[src/rtl/id_ex_operand_stage_if.sv]
// ID -> EX bundle for the operand stage: decoded instruction, forwarding sources and EX-stage results.
// The stage connects through the slave modport and its driver through the master modport.
interface id_ex_operand_stage_if #(
  parameter int XLEN     = 32,
  parameter int REG_AW   = 5,
  parameter int ALUSIG_W = 4
);
  logic                       Stall_i;
  logic                       Flush_i;
  logic                       Valid_i;
  logic [REG_AW-1:0]          Rs1_i;
  logic [REG_AW-1:0]          Rs2_i;
  logic [REG_AW-1:0]          Rd_i;
  logic [XLEN-1:0]            Rs1Data_i;
  logic [XLEN-1:0]            Rs2Data_i;
  logic [XLEN-1:0]            Imm_i;
  logic                       ALUSrc_i;
  logic [ALUSIG_W-1:0]        ALUSignal_i;
  logic                       RegWrite_i;
  logic                       MemRead_i;
  logic                       MemWrite_i;
  logic                       MemtoReg_i;
  logic                       EXMEM_RegWrite_i;
  logic                       MEMWB_RegWrite_i;
  logic [REG_AW-1:0]          EXMEM_Rd_i;
  logic [REG_AW-1:0]          MEMWB_Rd_i;
  logic [XLEN-1:0]            EXMEM_Data_i;
  logic [XLEN-1:0]            MEMWB_Data_i;

  logic signed [XLEN-1:0]     Data1_o;
  logic signed [XLEN-1:0]     Data2_o;
  logic [ALUSIG_W-1:0]        ALUSignal_o;
  logic [XLEN-1:0]            StoreData_o;
  logic                       Valid_o;
  logic [REG_AW-1:0]          Rd_o;
  logic                       RegWrite_o;
  logic                       MemRead_o;
  logic                       MemWrite_o;
  logic                       MemtoReg_o;
  logic                       HazardStall_o;

  modport master (
    output Stall_i, Flush_i, Valid_i, Rs1_i, Rs2_i, Rd_i, Rs1Data_i, Rs2Data_i, Imm_i,
           ALUSrc_i, ALUSignal_i, RegWrite_i, MemRead_i, MemWrite_i, MemtoReg_i,
           EXMEM_RegWrite_i, MEMWB_RegWrite_i, EXMEM_Rd_i, MEMWB_Rd_i,
           EXMEM_Data_i, MEMWB_Data_i,
    input  Data1_o, Data2_o, ALUSignal_o, StoreData_o, Valid_o, Rd_o,
           RegWrite_o, MemRead_o, MemWrite_o, MemtoReg_o, HazardStall_o
  );

  modport slave (
    input  Stall_i, Flush_i, Valid_i, Rs1_i, Rs2_i, Rd_i, Rs1Data_i, Rs2Data_i, Imm_i,
           ALUSrc_i, ALUSignal_i, RegWrite_i, MemRead_i, MemWrite_i, MemtoReg_i,
           EXMEM_RegWrite_i, MEMWB_RegWrite_i, EXMEM_Rd_i, MEMWB_Rd_i,
           EXMEM_Data_i, MEMWB_Data_i,
    output Data1_o, Data2_o, ALUSignal_o, StoreData_o, Valid_o, Rd_o,
           RegWrite_o, MemRead_o, MemWrite_o, MemtoReg_o, HazardStall_o
  );
endinterface

[src/rtl/id_ex_operand_stage.sv]
// ID/EX pipeline register with operand forwarding and load-use hazard detection.
// Feeds the ALU its two signed operands and operation select.
module id_ex_operand_stage #(
  parameter int XLEN     = 32,
  parameter int REG_AW   = 5,
  parameter int ALUSIG_W = 4
) (
  input logic                    clk_i,
  input logic                    rst_i,
  id_ex_operand_stage_if.slave   bus
);

  localparam int NSRC = 2;

  // Index 0 is rs1, index 1 is rs2.
  logic [NSRC-1:0][REG_AW-1:0] rs_id;
  logic [NSRC-1:0][XLEN-1:0]   rdata_id;
  logic [NSRC-1:0][XLEN-1:0]   capture_data;
  logic [NSRC-1:0][REG_AW-1:0] rs_reg;
  logic [NSRC-1:0][XLEN-1:0]   data_reg;
  logic [NSRC-1:0]             exmem_hit;
  logic [NSRC-1:0]             memwb_hit;
  logic [NSRC-1:0]             capture_hit;
  logic [NSRC-1:0][XLEN-1:0]   fwd_data;

  logic                valid_reg;
  logic [REG_AW-1:0]   rd_reg;
  logic                regwrite_reg;
  logic                memread_reg;
  logic                memwrite_reg;
  logic                memtoreg_reg;
  logic                alusrc_reg;
  logic [ALUSIG_W-1:0] alusig_reg;
  logic [XLEN-1:0]     imm_reg;

  logic hazard;
  logic bubble;
  logic load_en;

  assign rs_id[0]    = bus.Rs1_i;
  assign rs_id[1]    = bus.Rs2_i;
  assign rdata_id[0] = bus.Rs1Data_i;
  assign rdata_id[1] = bus.Rs2Data_i;

  // Conservative: rs2 is compared even when the ID instruction is I-type.
  assign hazard = valid_reg && memread_reg && (rd_reg != '0) && bus.Valid_i &&
                  ((rd_reg == bus.Rs1_i) || (rd_reg == bus.Rs2_i));

  assign bubble  = bus.Flush_i || hazard;
  assign load_en = !bus.Stall_i && !bubble;

  genvar gi;
  generate
    for (gi = 0; gi < NSRC; gi++) begin : g_src
      // WB writes the regfile on the same edge ID reads it, so take the value being written.
      assign capture_hit[gi] = bus.MEMWB_RegWrite_i && (bus.MEMWB_Rd_i != '0) &&
                               (bus.MEMWB_Rd_i == rs_id[gi]);
      assign capture_data[gi] = capture_hit[gi] ? bus.MEMWB_Data_i : rdata_id[gi];

      assign exmem_hit[gi] = bus.EXMEM_RegWrite_i && (bus.EXMEM_Rd_i != '0) &&
                             (bus.EXMEM_Rd_i == rs_reg[gi]);
      assign memwb_hit[gi] = bus.MEMWB_RegWrite_i && (bus.MEMWB_Rd_i != '0) &&
                             (bus.MEMWB_Rd_i == rs_reg[gi]);

      // Youngest producer wins.
      assign fwd_data[gi] = exmem_hit[gi] ? bus.EXMEM_Data_i :
                            memwb_hit[gi] ? bus.MEMWB_Data_i :
                                            data_reg[gi];
    end
  endgenerate

  // Data fields: loaded only on a real load, otherwise held (bubbles keep them).
  always_ff @(posedge clk_i) begin
    if (rst_i) begin
      rs_reg     <= '0;
      data_reg   <= '0;
      imm_reg    <= '0;
      alusrc_reg <= 1'b0;
      alusig_reg <= '0;
    end else if (load_en) begin
      for (int i = 0; i < NSRC; i++) begin
        rs_reg[i]   <= rs_id[i];
        data_reg[i] <= capture_data[i];
      end
      imm_reg    <= bus.Imm_i;
      alusrc_reg <= bus.ALUSrc_i;
      alusig_reg <= bus.ALUSignal_i;
    end
  end

  // Control fields: stall holds, flush/hazard inserts a bubble, else load.
  always_ff @(posedge clk_i) begin
    if (rst_i) begin
      valid_reg    <= 1'b0;
      rd_reg       <= '0;
      regwrite_reg <= 1'b0;
      memread_reg  <= 1'b0;
      memwrite_reg <= 1'b0;
      memtoreg_reg <= 1'b0;
    end else if (!bus.Stall_i) begin
      if (bubble) begin
        valid_reg    <= 1'b0;
        rd_reg       <= '0;
        regwrite_reg <= 1'b0;
        memread_reg  <= 1'b0;
        memwrite_reg <= 1'b0;
        memtoreg_reg <= 1'b0;
      end else begin
        valid_reg    <= bus.Valid_i;
        rd_reg       <= bus.Rd_i;
        regwrite_reg <= bus.RegWrite_i;
        memread_reg  <= bus.MemRead_i;
        memwrite_reg <= bus.MemWrite_i;
        memtoreg_reg <= bus.MemtoReg_i;
      end
    end
  end

  assign bus.Data1_o       = fwd_data[0];
  assign bus.Data2_o       = alusrc_reg ? imm_reg : fwd_data[1];
  assign bus.StoreData_o   = fwd_data[1];
  assign bus.ALUSignal_o   = alusig_reg;
  assign bus.Valid_o       = valid_reg;
  assign bus.Rd_o          = rd_reg;
  assign bus.RegWrite_o    = regwrite_reg;
  assign bus.MemRead_o     = memread_reg;
  assign bus.MemWrite_o    = memwrite_reg;
  assign bus.MemtoReg_o    = memtoreg_reg;
  assign bus.HazardStall_o = hazard;

endmodule

[src/flat_wrapper.sv]
// flat-port wrapper written by rule: the top's interface ports become plain ports
module id_ex_operand_stage_flat 
#(
  parameter int XLEN     = 32,
  parameter int REG_AW   = 5,
  parameter int ALUSIG_W = 4
)
  (clk_i, rst_i, bus_Stall_i, bus_Flush_i, bus_Valid_i, bus_Rs1_i, bus_Rs2_i, bus_Rd_i, bus_Rs1Data_i, bus_Rs2Data_i, bus_Imm_i, bus_ALUSrc_i, bus_ALUSignal_i, bus_RegWrite_i, bus_MemRead_i, bus_MemWrite_i, bus_MemtoReg_i, bus_EXMEM_RegWrite_i, bus_MEMWB_RegWrite_i, bus_EXMEM_Rd_i, bus_MEMWB_Rd_i, bus_EXMEM_Data_i, bus_MEMWB_Data_i, bus_Data1_o, bus_Data2_o, bus_ALUSignal_o, bus_StoreData_o, bus_Valid_o, bus_Rd_o, bus_RegWrite_o, bus_MemRead_o, bus_MemWrite_o, bus_MemtoReg_o, bus_HazardStall_o);
  id_ex_operand_stage_if #(.XLEN(XLEN), .REG_AW(REG_AW), .ALUSIG_W(ALUSIG_W)) bus_i ();
  input logic clk_i;
  input logic rst_i;
  input wire logic [$bits(bus_i.Stall_i)-1:0] bus_Stall_i;
  input wire logic [$bits(bus_i.Flush_i)-1:0] bus_Flush_i;
  input wire logic [$bits(bus_i.Valid_i)-1:0] bus_Valid_i;
  input wire logic [$bits(bus_i.Rs1_i)-1:0] bus_Rs1_i;
  input wire logic [$bits(bus_i.Rs2_i)-1:0] bus_Rs2_i;
  input wire logic [$bits(bus_i.Rd_i)-1:0] bus_Rd_i;
  input wire logic [$bits(bus_i.Rs1Data_i)-1:0] bus_Rs1Data_i;
  input wire logic [$bits(bus_i.Rs2Data_i)-1:0] bus_Rs2Data_i;
  input wire logic [$bits(bus_i.Imm_i)-1:0] bus_Imm_i;
  input wire logic [$bits(bus_i.ALUSrc_i)-1:0] bus_ALUSrc_i;
  input wire logic [$bits(bus_i.ALUSignal_i)-1:0] bus_ALUSignal_i;
  input wire logic [$bits(bus_i.RegWrite_i)-1:0] bus_RegWrite_i;
  input wire logic [$bits(bus_i.MemRead_i)-1:0] bus_MemRead_i;
  input wire logic [$bits(bus_i.MemWrite_i)-1:0] bus_MemWrite_i;
  input wire logic [$bits(bus_i.MemtoReg_i)-1:0] bus_MemtoReg_i;
  input wire logic [$bits(bus_i.EXMEM_RegWrite_i)-1:0] bus_EXMEM_RegWrite_i;
  input wire logic [$bits(bus_i.MEMWB_RegWrite_i)-1:0] bus_MEMWB_RegWrite_i;
  input wire logic [$bits(bus_i.EXMEM_Rd_i)-1:0] bus_EXMEM_Rd_i;
  input wire logic [$bits(bus_i.MEMWB_Rd_i)-1:0] bus_MEMWB_Rd_i;
  input wire logic [$bits(bus_i.EXMEM_Data_i)-1:0] bus_EXMEM_Data_i;
  input wire logic [$bits(bus_i.MEMWB_Data_i)-1:0] bus_MEMWB_Data_i;
  output wire logic [$bits(bus_i.Data1_o)-1:0] bus_Data1_o;
  output wire logic [$bits(bus_i.Data2_o)-1:0] bus_Data2_o;
  output wire logic [$bits(bus_i.ALUSignal_o)-1:0] bus_ALUSignal_o;
  output wire logic [$bits(bus_i.StoreData_o)-1:0] bus_StoreData_o;
  output wire logic [$bits(bus_i.Valid_o)-1:0] bus_Valid_o;
  output wire logic [$bits(bus_i.Rd_o)-1:0] bus_Rd_o;
  output wire logic [$bits(bus_i.RegWrite_o)-1:0] bus_RegWrite_o;
  output wire logic [$bits(bus_i.MemRead_o)-1:0] bus_MemRead_o;
  output wire logic [$bits(bus_i.MemWrite_o)-1:0] bus_MemWrite_o;
  output wire logic [$bits(bus_i.MemtoReg_o)-1:0] bus_MemtoReg_o;
  output wire logic [$bits(bus_i.HazardStall_o)-1:0] bus_HazardStall_o;
  assign bus_i.Stall_i = bus_Stall_i;
  assign bus_i.Flush_i = bus_Flush_i;
  assign bus_i.Valid_i = bus_Valid_i;
  assign bus_i.Rs1_i = bus_Rs1_i;
  assign bus_i.Rs2_i = bus_Rs2_i;
  assign bus_i.Rd_i = bus_Rd_i;
  assign bus_i.Rs1Data_i = bus_Rs1Data_i;
  assign bus_i.Rs2Data_i = bus_Rs2Data_i;
  assign bus_i.Imm_i = bus_Imm_i;
  assign bus_i.ALUSrc_i = bus_ALUSrc_i;
  assign bus_i.ALUSignal_i = bus_ALUSignal_i;
  assign bus_i.RegWrite_i = bus_RegWrite_i;
  assign bus_i.MemRead_i = bus_MemRead_i;
  assign bus_i.MemWrite_i = bus_MemWrite_i;
  assign bus_i.MemtoReg_i = bus_MemtoReg_i;
  assign bus_i.EXMEM_RegWrite_i = bus_EXMEM_RegWrite_i;
  assign bus_i.MEMWB_RegWrite_i = bus_MEMWB_RegWrite_i;
  assign bus_i.EXMEM_Rd_i = bus_EXMEM_Rd_i;
  assign bus_i.MEMWB_Rd_i = bus_MEMWB_Rd_i;
  assign bus_i.EXMEM_Data_i = bus_EXMEM_Data_i;
  assign bus_i.MEMWB_Data_i = bus_MEMWB_Data_i;
  assign bus_Data1_o = bus_i.Data1_o;
  assign bus_Data2_o = bus_i.Data2_o;
  assign bus_ALUSignal_o = bus_i.ALUSignal_o;
  assign bus_StoreData_o = bus_i.StoreData_o;
  assign bus_Valid_o = bus_i.Valid_o;
  assign bus_Rd_o = bus_i.Rd_o;
  assign bus_RegWrite_o = bus_i.RegWrite_o;
  assign bus_MemRead_o = bus_i.MemRead_o;
  assign bus_MemWrite_o = bus_i.MemWrite_o;
  assign bus_MemtoReg_o = bus_i.MemtoReg_o;
  assign bus_HazardStall_o = bus_i.HazardStall_o;
  id_ex_operand_stage #(.XLEN(XLEN), .REG_AW(REG_AW), .ALUSIG_W(ALUSIG_W)) u_core (.clk_i(clk_i), .rst_i(rst_i), .bus(bus_i));
endmodule
[config.mk]
export PLATFORM = sky130hd
export DESIGN_NAME = id_ex_operand_stage_flat
export DESIGN_NICKNAME = d
export VERILOG_FILES = /design/src/rtl/id_ex_operand_stage_if.sv /design/src/rtl/id_ex_operand_stage.sv /design/src/flat_wrapper.sv
export SDC_FILE = /design/constraint.sdc
export NUM_CORES = 1
export LEC_CHECK = 0
export ABC_AREA = 1
export CORE_ASPECT_RATIO = 0.8
export CORE_MARGIN = 4
export CORE_UTILIZATION = 25
export CTS_BUF_LIST = sky130_fd_sc_hd__clkbuf_4 sky130_fd_sc_hd__clkbuf_8 sky130_fd_sc_hd__clkbuf_16
export CTS_CLUSTER_SIZE = 10
export DETAILED_ROUTE_END_ITERATION = 6
export GPL_TIMING_DRIVEN = 0
export REMOVE_ABC_BUFFERS = 1
export SLEW_MARGIN = 5
export SYNTH_ARGS = -nofsm -noshare
export SYNTH_HDL_FRONTEND = slang
export SYNTH_SLANG_ARGS = --single-unit
[constraint.sdc]
create_clock -name clk_i -period 1.97 [get_ports clk_i]
set_input_delay 0.394 -clock clk_i [delete_from_list [all_inputs] [get_ports clk_i]]
set_output_delay 0.394 -clock clk_i [all_outputs]
set_load 0.005 [all_outputs]
=== Word level (Yosys, flattened, before mapping) ===
Index checks and enable logic that the tools add are counted.

* Bits in registers: 121

* Equality and inequality tests: 8
* Muxes and demuxes: 13
* Reduce and logical (&&, ||, !) cells: 20

{| class="wikitable"
|+ Operators with widths
! kind !! count
|-
| two-way mux 32 bit || 7
|-
| == test 5 bit || 8
|-
| nonzero test 5 bit || 3
|-
| logical AND 1 bit || 13
|-
| two-way mux 1 bit || 5
|-
| two-way mux 5 bit || 1
|-
| zero test 1 bit || 2
|-
| logical OR 1 bit || 2
|}

=== Longest topological paths before layout ===
* Depth after elaboration: 7
* Depth in mapped cells: 12

=== Least setup slack after synthesis ===
OpenSTA, ideal clock, no wires.

* Kind: input to output
* Start point: input port bus_MEMWB_Rd_i[1]
* End point: output port bus_StoreData_o[10]
* Data arrival time: 1498 ps
* Data required time: 1576 ps
* Setup slack: 78 ps
* Stages on the path: 10
* Path buffers: 2
* Cell sequence: buf_2 nor2_1 nand3_1 nand2_1 nor2_2 nand2_1 buf_2 nand2_1 nand3_1 and2_1

* Longest elaborated chain between the ends: 5
* Elaborated cells on any way between the ends: 6

{| class="wikitable"
|+ Ends and longest elaborated chain
! what !! RTL line !! text
|-
| from (decl) || flat_wrapper.sv:30 || <nowiki>input wire logic [$bits(bus_i.MEMWB_Rd_i)-1:0] bus_MEMWB_Rd_i;</nowiki>
|-
| nonzero test 5 bit || id_ex_operand_stage.sv:62 || <nowiki>assign memwb_hit[gi] = bus.MEMWB_RegWrite_i && (bus.MEMWB_Rd_i != '0) &&</nowiki>
|-
| logical AND 1 bit || id_ex_operand_stage.sv:62 ||
|-
| logical AND 1 bit (*) || id_ex_operand_stage.sv:62 ||
|-
| two-way mux 32 bit (*) || id_ex_operand_stage.sv:67 || <nowiki>memwb_hit[gi] ? bus.MEMWB_Data_i :</nowiki>
|-
| two-way mux 32 bit (*) || id_ex_operand_stage.sv:66 || <nowiki>assign fwd_data[gi] = exmem_hit[gi] ? bus.EXMEM_Data_i :</nowiki>
|-
| to (decl) || flat_wrapper.sv:36 || <nowiki>output wire logic [$bits(bus_i.StoreData_o)-1:0] bus_StoreData_o;</nowiki>
|}

Every way passes the cells marked *; elsewhere a longest branch is shown, timed or not.

=== Worst setup path after layout ===
* Start point: register u_core.rs_reg[8] in the netlist's numbering
* End point: output port bus_Data2_o[23]

* Longest elaborated chain between the ends: 5
* Elaborated cells on any way between the ends: 7

{| class="wikitable"
|+ Ends and longest elaborated chain
! what !! RTL line !! text
|-
| from (decl) || id_ex_operand_stage.sv:19 || <nowiki>logic [NSRC-1:0][REG_AW-1:0] rs_reg;</nowiki>
|-
| from (signal, indexed assignment) || id_ex_operand_stage.sv:82 || <nowiki>rs_reg[i] <= rs_id[i];</nowiki>
|-
| == test 5 bit || id_ex_operand_stage.sv:63 || <nowiki>(bus.MEMWB_Rd_i == rs_reg[gi]);</nowiki>
|-
| logical AND 1 bit || id_ex_operand_stage.sv:62 ||
|-
| two-way mux 32 bit || id_ex_operand_stage.sv:67 ||
|-
| two-way mux 32 bit (*) || id_ex_operand_stage.sv:66 ||
|-
| two-way mux 32 bit (*) || id_ex_operand_stage.sv:120 || <nowiki>assign bus.Data2_o = alusrc_reg ? imm_reg : fwd_data[1];</nowiki>
|-
| to (decl) || flat_wrapper.sv:34 || <nowiki>output wire logic [$bits(bus_i.Data2_o)-1:0] bus_Data2_o;</nowiki>
|}

Marks and branches as above.

==> qor.yml <==
outcome: "finished, violations left"
violations: "setup timing"
nNetsFinal: 2112
antenna_found_initial: 5
cts_tree: "built"
slew_violations: 0
drive_above_1_share_pct: 28.0
skew_ns: 0.00804
clock-sinks: 121
grt_use_total_pct: 25.8
cts_buffer_depth: 2
worstMarginPinSlew_ns: 0.605
finalNonFillerCells: 2397
synth_area_leaders: "dfxtp_1, nand2_1, nand3_1, nor2_1, nand3b_1"
total_leakage_power_uw: 0.00773
critPathMaxFanout: 6
synth.avg_cell_area_um2: 5.72
syn_to_final_growth_pct: 82.3
wl_per_cell_um: 21.9
relSlewSlack_pct: 59.7
fillerInstances: 3407
dpl_worst_slack_ns: -2.30
hold_viol_final: 0
clk-insertion-delay-late_ns: 0.44
worstSetupEndpointType: "primary output"
grt_max_degree: 73
grt_overflow: 0
dr.pass1.iters: 5
detail_route.vias_per_cell: 4.97
power_density_nw_per_um2: 553
cts_buffers: 17
core_area_um2: 34700
die_y_um: 176
h-tree-depth: 4
peakVddDrop_mv: 0.528
ys.warnings.count: 0
clk_pin_slew_ns: 0.06
portBuffers: 311
final_cell_mix: "nand2_1, clkdlybuf4s50_1, nor2_1"
min_path_type: "in2reg"
period_needed_ns: 2.61
required_ns: 1.58
grt_pass1_wl_um: 73800
dp.cells: 2232
largest_reg_flops: 64
ant_nets: 0
critPathLaunchType: "flop"
synth_top_area_share_pct: 27.5
final_common_cell: "nand2_1"
netlist_area_um2: 8790
grt_pass1_vias: 11653
ios: 312
start_util_pct: 25.3
synth-seq-cells: 121
final_util_pct: 46.2
finalPower_uw: 8870
syn_inst: 1538
synth.largest_area_cell: "dfxtp_1"
ys_types: 23
setup_slack_ns: -0.641
finalCritPeriodShare_pct: 133
fp.dieW_um: 218
dieArea_um2: 38300
drtIter0Drc: 1084
gp_congestion: 0.785
cts-root-buf: "clkbuf_16"
setup_violations: 97
criticalPathCategory: "reg2out"
routed-via-count: 11902
yosysSeqAreaShare_pct: 27.5
rsz0062_at_grt: "yes"
drc_errors: 0
max_freq_mhz: 383
wl_um: 52600
hpwl_um: 27500
maxCapViolations: 0
cts_hold_buf: 0
setup-tns-final_ns: -53.45
arrival_ns: 2.22
rows: 61
synthesized netlist by cell type:
cell type,count
nand2_1,548
buf_4,2
and2_1,32
nor2_1,194
nand3b_1,72
nand3_1,247
clkbuf_1,35
nand2_2,1
o21ai_0,1
nand2_4,1
inv_2,5
buf_2,64
buf_1,3
nand4_1,2
xor2_1,12
buf_6,7
nor3_2,2
nor2_2,4
xnor2_1,17
a21oi_1,54
inv_1,113
dfxtp_1,121
nor3_1,1
metrics by stage:
step | instance area [µm²] | hold WS (ns)
floorplan | 8240 | 0.451
global placement | 11900 | 0.453
detailed placement | 12500 | 0.466
CTS | 15400 | 0.379
global route | 16000 | 0.420
finish | 16000 | 0.450
worst paths after layout:
path / startpoint / end / slack (ns) / cells past startpoint
hold / removal: bus_Rs2_i[3] / u_core.rs_reg[8] / 0.45 / 3
hold reg to reg: u_core.bus.RegWrite_o / u_core.bus.RegWrite_o / 0.47 / 2
setup reg to reg: u_core.bus.Rd_o[2] / u_core.rs_reg[4] / 0.09 / 10
setup / recovery: u_core.rs_reg[8] / bus_Data2_o[23] / -0.64 / 11
power by group:
part           switching [µW]  internal (µW)  total (µW)
logic                    1460           1360        2820
registers                 109           2610        2720
clock network            1280           2050        3330
total                    2850           6010        8870
cell type report:
cell class | count | area (µm²) | area share (%)
clock buffers | 24 | 509 | 3.18
inverters | 118 | 487 | 3.04
clock inverters | 7 | 90.1 | 0.562
repair buffers | 451 | 4890 | 30.5
repair inverters | 3 | 52.6 | 0.328
multi-input cells | 1199 | 6940 | 43.3
flip-flops and latches | 121 | 2450 | 15.3
diodes | 2 | 5.00 | 0.0312
well taps | 472 | 591 | 3.68
kinds of logic after synthesis:
kind of cell | share of synthesized area (%)
simple gates | 55.1
compound gates | 3.13
xor+xnor | 2.89
flops | 27.5
buf+inv | 11.4
routing by layer:
layer,wire length [µm],part of all wire (%),GRT usage [%],up-vias
met4,1520,2.9,8.98,4
met2,24200,46,41.9,570
met1,22300,42,33.6,5642
met5,14,0.027,0,-
li1,-,-,-,5580
met3,4530,8.6,6.14,106
worst max-delay path, cell delays in order (launching register included):
cell	delay (ns)
dfxtp_4	0.36
xor2_2	0.18
nor2_4	0.16
clkbuf_16	0.15
nand3b_1	0.12
buf_6	0.17
buf_12	0.15
buf_12	0.13
nand3_4	0.08
nand3_4	0.09
nand2_2	0.10
buf_6	0.09
what timing repair did:
item	in CTS	in global routing
pin swaps	111	89
setup endpoints to repair	184	168
resized for setup	767	107
cloned	22	6
buffers inserted	87	22
Power figures use the tool's default switching activity.
